--- src/rtl/cpu_dcache_arbiter.sv ---
`default_nettype none
// ============================================================================
//  Module   : cpu_dcache_arbiter
//  Purpose  : Shares the single data-cache port between the CPU memory stage
//             (port A) and a secondary debug/DMA master (port B). Round-robin
//             arbitration, port A bus locking for atomic sequences, registered
//             command to the cache, zero-latency ready/rdata return.
//  Revision : 1.0  initial release
// ============================================================================
module cpu_dcache_arbiter (
   input  logic        i_clock,
   input  logic        i_reset,

   // Port A: CPU memory stage
   input  logic        i_a_rw,
   input  logic        i_a_request,
   input  logic        i_a_flush,
   input  logic        i_a_cacheable,
   input  logic        i_a_lock,
   input  logic [31:0] i_a_address,
   input  logic [31:0] i_a_wdata,
   output logic        o_a_ready,
   output logic [31:0] o_a_rdata,

   // Port B: debug / DMA master
   input  logic        i_b_rw,
   input  logic        i_b_request,
   input  logic        i_b_flush,
   input  logic        i_b_cacheable,
   input  logic [31:0] i_b_address,
   input  logic [31:0] i_b_wdata,
   output logic        o_b_ready,
   output logic [31:0] o_b_rdata,

   // Data cache side
   output logic        o_rw,
   output logic        o_request,
   output logic        o_flush,
   output logic        o_cacheable,
   output logic [31:0] o_address,
   output logic [31:0] o_wdata,
   input  logic        i_ready,
   input  logic [31:0] i_rdata,

   // Debug: completed transactions per port
   output logic [31:0] o_grants_a,
   output logic [31:0] o_grants_b
);

   // IDLE     : arbitration happens here, one decision per visit
   // GRANT_A/B: command held on the cache port until the cache answers
   // RELEASE  : one dead cycle so the cache always sees request low after ready
   typedef enum logic [1:0] {
      IDLE    = 2'd0,
      GRANT_A = 2'd1,
      GRANT_B = 2'd2,
      RELEASE = 2'd3
   } state_t;

   state_t state;
   state_t state_next;

   // prio   : which port wins a tie in IDLE (0 = A, 1 = B)
   // locked : port A holds the cache; B may not be granted while set
   logic   prio;
   logic   prio_next;
   logic   locked;
   logic   locked_next;

   // Single-cycle strobes out of the next-state logic
   logic   grant_a;      // IDLE decision: start a port A transaction
   logic   grant_b;      // IDLE decision: start a port B transaction
   logic   complete_a;   // cache answered the port A transaction
   logic   complete_b;   // cache answered the port B transaction

   // Next-state, arbitration and completion decode
   always_comb begin
      state_next  = state;
      prio_next   = prio;
      locked_next = locked;
      grant_a     = 1'b0;
      grant_b     = 1'b0;
      complete_a  = 1'b0;
      complete_b  = 1'b0;

      case (state)
         IDLE: begin
            if (locked) begin
               // Port A owns the cache: B waits no matter what prio says.
               grant_a = i_a_request;
               // A releasing its lock while idle frees the cache for later
               // arbitration; if A is also granted now, its completion will
               // rewrite locked anyway.
               if (!i_a_lock) begin
                  locked_next = 1'b0;
               end
            end else if (i_a_request && i_b_request) begin
               grant_a = ~prio;
               grant_b = prio;
            end else begin
               grant_a = i_a_request;
               grant_b = i_b_request;
            end

            if (grant_a) begin
               state_next = GRANT_A;
            end else if (grant_b) begin
               state_next = GRANT_B;
            end
         end

         GRANT_A: begin
            if (i_ready) begin
               complete_a  = 1'b1;
               prio_next   = 1'b1;
               // Lock is sampled in the ready cycle so A can chain an
               // atomic read-modify-write without B slipping in between.
               locked_next = i_a_lock;
               state_next  = RELEASE;
            end
         end

         GRANT_B: begin
            if (i_ready) begin
               complete_b  = 1'b1;
               prio_next   = 1'b0;
               locked_next = 1'b0;
               state_next  = RELEASE;
            end
         end

         RELEASE: begin
            state_next = IDLE;
         end

         default: begin
            state_next = IDLE;
         end
      endcase
   end

   // State, priority and lock registers
   always_ff @(posedge i_clock) begin
      if (i_reset) begin
         state  <= IDLE;
         prio   <= 1'b0;
         locked <= 1'b0;
      end else begin
         state  <= state_next;
         prio   <= prio_next;
         locked <= locked_next;
      end
   end

   // Cache command registers: captured on grant, held until the next grant
   always_ff @(posedge i_clock) begin
      if (i_reset) begin
         o_request   <= 1'b0;
         o_rw        <= 1'b0;
         o_flush     <= 1'b0;
         o_cacheable <= 1'b0;
         o_address   <= 32'd0;
         o_wdata     <= 32'd0;
      end else if (grant_a) begin
         o_request   <= 1'b1;
         o_rw        <= i_a_rw;
         o_flush     <= i_a_flush;
         o_cacheable <= i_a_cacheable;
         o_address   <= i_a_address;
         o_wdata     <= i_a_wdata;
      end else if (grant_b) begin
         o_request   <= 1'b1;
         o_rw        <= i_b_rw;
         o_flush     <= i_b_flush;
         o_cacheable <= i_b_cacheable;
         o_address   <= i_b_address;
         o_wdata     <= i_b_wdata;
      end else if (complete_a || complete_b) begin
         // Drop request right after the ready pulse; the other fields stay
         // put so the cache never sees them glitch.
         o_request   <= 1'b0;
      end
   end

   // Completed-transaction counters, wrapping naturally at 2^32
   always_ff @(posedge i_clock) begin
      if (i_reset) begin
         o_grants_a <= 32'd0;
         o_grants_b <= 32'd0;
      end else begin
         if (complete_a) begin
            o_grants_a <= o_grants_a + 32'd1;
         end
         if (complete_b) begin
            o_grants_b <= o_grants_b + 32'd1;
         end
      end
   end

   // Ready goes only to the port that owns the cache. Reset in the same
   // cycle suppresses it, because the transaction is being abandoned.
   assign o_a_ready = i_ready & (state == GRANT_A) & ~i_reset;
   assign o_b_ready = i_ready & (state == GRANT_B) & ~i_reset;

   // Read data is shared; each port qualifies it with its own ready.
   assign o_a_rdata = i_rdata;
   assign o_b_rdata = i_rdata;

endmodule
`default_nettype wire

--- config.mk ---
export PLATFORM = sky130hd
export DESIGN_NAME = cpu_dcache_arbiter
export DESIGN_NICKNAME = d
export VERILOG_FILES = /design/src/rtl/cpu_dcache_arbiter.sv
export SDC_FILE = /design/constraint.sdc
export NUM_CORES = 1
export LEC_CHECK = 0
export BUFFER_PORTS_ARGS = -buffer_cell sky130_fd_sc_hd__buf_2
export CAP_MARGIN = 20
export CORE_AREA = 2 2 143 145
export DETAILED_ROUTE_END_ITERATION = 8
export DIE_AREA = 0 0 145 147
export PLACE_DENSITY = 0.71
export SLEW_MARGIN = 40
export SYNTH_ARGS = -nofsm -noshare
export SYNTH_HDL_FRONTEND = slang
export SYNTH_SLANG_ARGS = --single-unit
--- constraint.sdc ---
create_clock -name i_clock -period 2 [get_ports i_clock]
set_input_delay 0.2 -clock i_clock [delete_from_list [all_inputs] [get_ports i_clock]]
set_output_delay 0.2 -clock i_clock [all_outputs]
set_load 0.03 [all_outputs]
==> results of run 1 <==
## worst max-delay path: cells and delay by family (launching register included)
family / cells / cell delay, ns
compound gates: 1 / 0.13
flops: 1 / 0.32
buf+inv: 3 / 0.35
simple gates: 3 / 1.00
fa+ha+maj: 1 / 0.15
## final timing paths
path | startpoint | end | slack, ns | depth (start not counted)
worst max-delay path | state[1]$_SDFFE_PP0P_ | o_grants_a[17]$_SDFFE_PP0P_ | -0.01 | 8
worst min-delay path | i_b_address[21] | o_address[21]$_SDFFE_PP0P_ | 0.10 | 3
worst max register to register | state[1]$_SDFFE_PP0P_ | o_grants_a[17]$_SDFFE_PP0P_ | -0.01 | 8
worst min register to register | o_address[20]$_SDFFE_PP0P_ | o_address[20]$_SDFFE_PP0P_ | 0.45 | 2
## per-layer routing
metal | vias to the layer above | GRT usage [%]
li1 | 3274 | -
met1 | 3116 | 23.5
met2 | 237 | 31.0
met3 | 66 | 5.99
met4 | 0 | 8.17
met5 | - | 0
## synth_stat cells (7+ instances only)
| cell type | number |
|---|---|
| sky130_fd_sc_hd__and4_1 | 8 |
| sky130_fd_sc_hd__a21oi_1 | 114 |
| sky130_fd_sc_hd__o31ai_1 | 29 |
| sky130_fd_sc_hd__nand2_1 | 97 |
| sky130_fd_sc_hd__ha_1 | 7 |
| sky130_fd_sc_hd__buf_4 | 64 |
| sky130_fd_sc_hd__nor2_1 | 27 |
| sky130_fd_sc_hd__xor2_1 | 13 |
| sky130_fd_sc_hd__o221ai_1 | 67 |
| sky130_fd_sc_hd__xnor2_1 | 8 |
| sky130_fd_sc_hd__nand4_1 | 13 |
| sky130_fd_sc_hd__clkbuf_1 | 48 |
| sky130_fd_sc_hd__or3_1 | 13 |
| sky130_fd_sc_hd__dfxtp_1 | 136 |
| sky130_fd_sc_hd__nand3_1 | 23 |
| sky130_fd_sc_hd__or4_1 | 32 |
| sky130_fd_sc_hd__inv_1 | 12 |
| sky130_fd_sc_hd__o21ai_0 | 13 |
## registers in the layout (all words and copies together) (netlist names)
register	flops
o_wdata	32
o_flush	1
prio	1
o_rw	1
o_address	32
o_cacheable	1
o_request	1
o_grants_b	32
state	2
locked	1
o_grants_a	32
## report_power, final
| part | internal (mW) | total (mW) | switching, mW |
|---|---|---|---|
| sequential | 3.15 | 3.36 | 0.215 |
| combinational | 1.36 | 3.88 | 2.52 |
| clock | 1.68 | 2.88 | 1.20 |
| total | 6.19 | 10.1 | 3.93 |
## cell type report
type / count / area, µm²
fillers: 1945 / 10900
multi-input cells: 499 / 3250
flip-flops and latches: 136 / 2770
repair buffers: 339 / 1960
clock buffers: 22 / 474
well taps: 270 / 338
clock inverters: 9 / 68.8
inverters: 12 / 45.0
diodes: 2 / 5.00
## through the flow
step	std cells	hold WS, ns
3_3_place_gp	1250	0.400
5_1_grt	1288	0.0950
4_1_cts	1286	0.0847
3_5_place_dp	1250	0.400
6_report	1289	0.104
2_1_floorplan	768	0.422
## cell families after synthesis
kind of cell               after synthesis  share of synthesized area (%)
adders and majority gates                7                           1.35
buffers and inverters                  135                           11.8
AOI/OAI and AO/OA                      229                           22.8
and+or+nand+nor                        239                           19.2
xor gates and xnor gates                21                           2.82
muxes                                    1                          0.173
DFF                                    136                           41.8
## timing repair
action	4_1_cts	5_1_grt
pin swaps	7	16
resized for setup	13	30
setup buffers	3	0
cloned	2	1
setup endpoints to repair	18	32
==> impl_metrics.ini, run 1 <==
[synth]
async_reset_ff_share_pct = 0
yosys_warnings = 0
synth_edf_count = 0
syn-cell-area_um2 = 6510
seq_area_frac_synth_pct = 41.8
post_synth_net_total = 947
syn_area_per_cell_um2 = 8.48
synth.lib_cells_used.distinct = 43
synth-main-ff-cell = sky130_fd_sc_hd__dfxtp_1
netlist.top_cell.by_area = sky130_fd_sc_hd__dfxtp_1
synth-seq-cells = 136
yosys.area.top_type_share_pct = 41.8
synth_cells = 768
synth_top_cells_by_area = sky130_fd_sc_hd__dfxtp_1 42%, sky130_fd_sc_hd__o221ai_1 9.0%, sky130_fd_sc_hd__a21oi_1 8.8%, sky130_fd_sc_hd__buf_4 7.4%, sky130_fd_sc_hd__nand2_1 5.6%

[clocking]
cts_buffers = 17
clk_transition_reported_paths_ns = 0.06
cts_hold_repair_buffers = 0
clockRootBuffer = sky130_fd_sc_hd__clkbuf_16
cts.sinks = 136
cts.htree.levels = 4
tritoncts = yes
cts.path.max_buffers = 2
clock_latency_ns = 0.42

[routing]
num_vias = 6693
wl_per_cell_um = 16.3
detail_route_antenna_nets = 0
detail_route.first_pass.iterations = 5
wirelength_met1_mm = 8.87
drt-total-wl_mm = 21.1
via_per_inst = 5.19
maxUsedRoutingLayer = met4
route.met2.wl_mm = 9.79
route.detailed.drc = 0
detailedRoute.firstIterationViolations = 277
wl_met3_mm = 1.64

[finish]
final_core_util_pct = 44.9
final_layout_size_suffix_gt1_share_pct = 44.1
commonest_non_fill_non_tap_cell_in_the_layout = sky130_fd_sc_hd__buf_2
layout.cells.most_common_list = 273 x sky130_fd_sc_hd__buf_2, 107 x sky130_fd_sc_hd__a21oi_1, 104 x sky130_fd_sc_hd__dfxtp_1
final_net_count = 1184
stdcell_area_um2 = 8900
flow.area_growth_from_synthesis_pct = 36.8

[floorplanning]
fp.dieArea_um2 = 21300
pin_count = 370
fp.coreArea_um2 = 19800
initial_core_util_pct = 32.8
placementRows = 52
dieWidth_um = 145
vertical_die_dimension_um = 147

[sta]
final.min_clock_period_ns = 2.01
final-hold-violation-count = 0
finalSetupTns_ns = -0.0136
timing.clock.skew_ns = 0.00928
worst-slew-pin-transition_ns = 0.665
worst_slew_margin_rel_pct = 55.5
final_worst_path_setup_slack_ns = -0.0101
setup_viol_count_final = 2
max_slew_violation_count = 0
grt_setup_unrepaired = yes
timing.fmax_mhz = 497
final.period_utilization_pct = 101

[global_route]
number_of_antenna_violations_at_the_first_check_in_global_routing = 2
grt_first_pass_wirelength_mm = 33.0
globalRouteOverflowTotal = 0
grt_start_max_net_pins = 60
grt.total_usage_pct = 19.1
grt_pass1_vias = 6305

[placed_design]
gp_routability_congestion = 0.834
io_buf_count = 273
detailedPlace.worstSlack_ns = -0.114
placedInstanceArea_um2 = 8130
post-dp-hpwl_mm = 15.3

[critical_path]
worst-path-max-fanout = 8
worst_setup_path_end_kind = flip-flop
slowest_delay_ns = 0.48
cp_data_required_time_ns = 2.34
worst_path_max_delay_cell = sky130_fd_sc_hd__or4b_4
timing.setup.critical_path_class = reg -> reg
critPathArrivalTime_ns = 2.35
cell_chain_critical_path = inv_2 > ha_4 > and4_4 > or4b_4 > buf_8 > buf_6 > or3_1 > a21oi_1
startpoint_type = flip-flop

[pwr]
worst_ir_drop_vdd_mv = 0.908
p_leak_nw = 3.70
total_power_mw = 10.1
power-per-cell-area_nw_per_um2 = 1140

[flow_run]
max_cap_violations = 0

[hold_path]
worstHoldPathType = in -> reg

[status]
outcome = finished with violations
violations = negative setup slack
(Power assumes the default switching activity.)
==> inputs of run 2 (changes only) <==
--- a/config.mk
+++ b/config.mk
@@ -7,11 +7,12 @@
 export LEC_CHECK = 0
 export BUFFER_PORTS_ARGS = -buffer_cell sky130_fd_sc_hd__buf_2
 export CAP_MARGIN = 20
-export CORE_AREA = 2 2 143 145
+export CELL_PAD_IN_SITES_DETAIL_PLACEMENT = 0
+export CELL_PAD_IN_SITES_GLOBAL_PLACEMENT = 1
+export CORE_UTILIZATION = 28
 export DETAILED_ROUTE_END_ITERATION = 8
-export DIE_AREA = 0 0 145 147
-export PLACE_DENSITY = 0.71
-export SLEW_MARGIN = 40
+export PLACE_DENSITY = 0.83
+export SLEW_MARGIN = 15
 export SYNTH_ARGS = -nofsm -noshare
 export SYNTH_HDL_FRONTEND = slang
 export SYNTH_SLANG_ARGS = --single-unit
==> run 2 against run 1 <==
Effect of this change:
- the run still ends with negative setup slack left
- first-iteration DRC count increased by 39%
- wire length increased by 0.76%
- via count decreased by 0.42%
- design area increased by 0.87%
- largest cell class unchanged
- largest power group unchanged
==> impl_metrics.ini, run 2 (synthesis gave the netlist of run 1 again) <==
[floorplanning]
initial_core_util_pct = 28.7
fp.coreArea_um2 = 22700
placementRows = 55
dieWidth_um = 154
pin_count = 370
vertical_die_dimension_um = 154
fp.dieArea_um2 = 23900

[pwr]
clockPowerShare_pct = 31.8
p_seq_share_pct = 31.9
power-per-cell-area_nw_per_um2 = 1170
total_switching_power_mw = 3.96
worst_ir_drop_vdd_mv = 0.522
p_leak_nw = 3.76
p_int_mw = 6.58
power_switching_share_pct = 37.6
comb_power_share_pct = 36.3

[finish]
diodes = 0
commonest_non_fill_non_tap_cell_in_the_layout = sky130_fd_sc_hd__buf_2
layout.cells.most_common_list = 272 x sky130_fd_sc_hd__buf_2, 109 x sky130_fd_sc_hd__a21oi_1, 104 x sky130_fd_sc_hd__dfxtp_1
final_core_util_pct = 39.6
instances_no_fill = 1307
final_net_count = 1188
stdcell_area_um2 = 8980
flow.area_growth_from_synthesis_pct = 38.0
final_layout_size_suffix_gt1_share_pct = 43.4

[routing]
detailedRoute.firstIterationViolations = 386
drt-total-wl_mm = 21.2
maxUsedRoutingLayer = met4
wl_per_cell_um = 16.2
route.met2.wl_mm = 10.2
route.detailed.drc = 0
wl_met3_mm = 1.36
wirelength_met1_mm = 9.06
via_per_inst = 5.10
detail_route.first_pass.iterations = 6
num_vias = 6665
detail_route_antenna_nets = 0

[sta]
final_worst_path_setup_slack_ns = -0.0544
final-hold-violation-count = 0
final.min_clock_period_ns = 2.05
worst-slew-pin-transition_ns = 0.502
grt_setup_unrepaired = yes
worst_slew_margin_rel_pct = 66.6
timing.clock.skew_ns = 0.00972
final.period_utilization_pct = 103
max_slew_violation_count = 0
setup_viol_count_final = 8
timing.fmax_mhz = 487

[placed_design]
post-dp-hpwl_mm = 15.2
io_buf_count = 273
placedInstanceArea_um2 = 8150
dp.cells = 1266
gp_routability_congestion = 0.775

[clocking]
tritoncts = yes
cts.sinks = 136
cts.htree.levels = 4
cts_hold_repair_buffers = 0
cts_buffers = 17
clk_transition_reported_paths_ns = 0.06
clock_latency_ns = 0.42
cts.path.max_buffers = 2
clockRootBuffer = sky130_fd_sc_hd__clkbuf_16

[global_route]
number_of_antenna_violations_at_the_first_check_in_global_routing = 0
globalRouteOverflowTotal = 0
grt_start_max_net_pins = 68
grt_first_pass_wirelength_mm = 32.1
grt_pass1_vias = 6102
grt.total_usage_pct = 17.2

[hold_path]
worstHoldPathType = in -> reg

[critical_path]
critPathArrivalTime_ns = 2.41
worst_path_max_delay_cell = sky130_fd_sc_hd__or4b_4
cp_num_buf_inv = 2
timing.setup.critical_path_class = reg -> reg
worst-path-max-fanout = 7
slowest_delay_ns = 0.48
critical-path-top-delay-family = simple AND/OR/NAND/NOR gates
cp_data_required_time_ns = 2.35
worst_setup_path_end_kind = flip-flop
startpoint_type = flip-flop
cell_chain_critical_path = inv_4 > ha_4 > and4_4 > or4b_4 > buf_8 > or4_4 > a21oi_2

[status]
violations = negative setup slack
outcome = finished with violations

[flow_run]
max_cap_violations = 0
==> run 2: routing by layer <==
metal	up-vias	global-route usage, %
li1	3275	-
met1	3143	19.9
met2	199	29.6
met3	48	5.02
met4	0	7.02
met5	-	0
==> run 2: worst paths after layout <==
path,startpoint,slack (ns),cells after the start,end
max reg2reg,state[1]$_SDFFE_PP0P_,-0.05,7,o_grants_a[31]$_SDFFE_PP0P_
max,state[1]$_SDFFE_PP0P_,-0.05,7,o_grants_a[31]$_SDFFE_PP0P_
min,i_b_wdata[21],0.10,3,o_wdata[21]$_SDFFE_PP0P_
min reg2reg,o_wdata[31]$_SDFFE_PP0P_,0.45,2,o_wdata[31]$_SDFFE_PP0P_
==> run 2: area by class of cell <==
class | instances | area (µm²)
fill | 2309 | 13700
multi-input combinational | 499 | 3180
sequential | 136 | 2770
timing repair buffer | 343 | 2000
clock buffer | 22 | 484
tap | 285 | 357
clock inverter | 10 | 141
inverter | 12 | 47.5
==> run 2: repair_timing <==
item,4_1_cts,5_1_grt
setup buffers,2,4
cloned,0,3
pin swaps,2,11
gates resized for setup,7,24
endpoints found under the setup margin,15,26
==> run 2: per-stage QoR <==
stage | setup slack, ns | hold WS, ns | TNS, ns | power, mW
3_5_place_dp | -0.122 | 0.400 | -0.820 | 7.29
5_1_grt | -0.126 | 0.0931 | -1.21 | 11.2
3_3_place_gp | -0.0597 | 0.400 | -0.272 | 7.23
4_1_cts | -0.0754 | 0.0858 | -0.373 | 10.7
2_1_floorplan | -0.0678 | 0.422 | -0.138 | 6.13
6_report | -0.0544 | 0.101 | -0.185 | 10.5
==> run 2: worst min-delay path, cell delays in order <==
cell,delay (ns)
sky130_fd_sc_hd__buf_2,0.08
sky130_fd_sc_hd__o221ai_1,0.09
sky130_fd_sc_hd__a21oi_1,0.12
==> run 2: power groups by stage <==
stage	clock (mW)	sequential (mW)	combinational (mW)
final	3.35	3.37	3.83
after CTS	3.45	3.37	3.88
after global routing	3.57	3.42	4.17
after detailed placement	0	3.42	3.87
after global placement	0	3.40	3.83
after floorplan	0	4.20	1.93
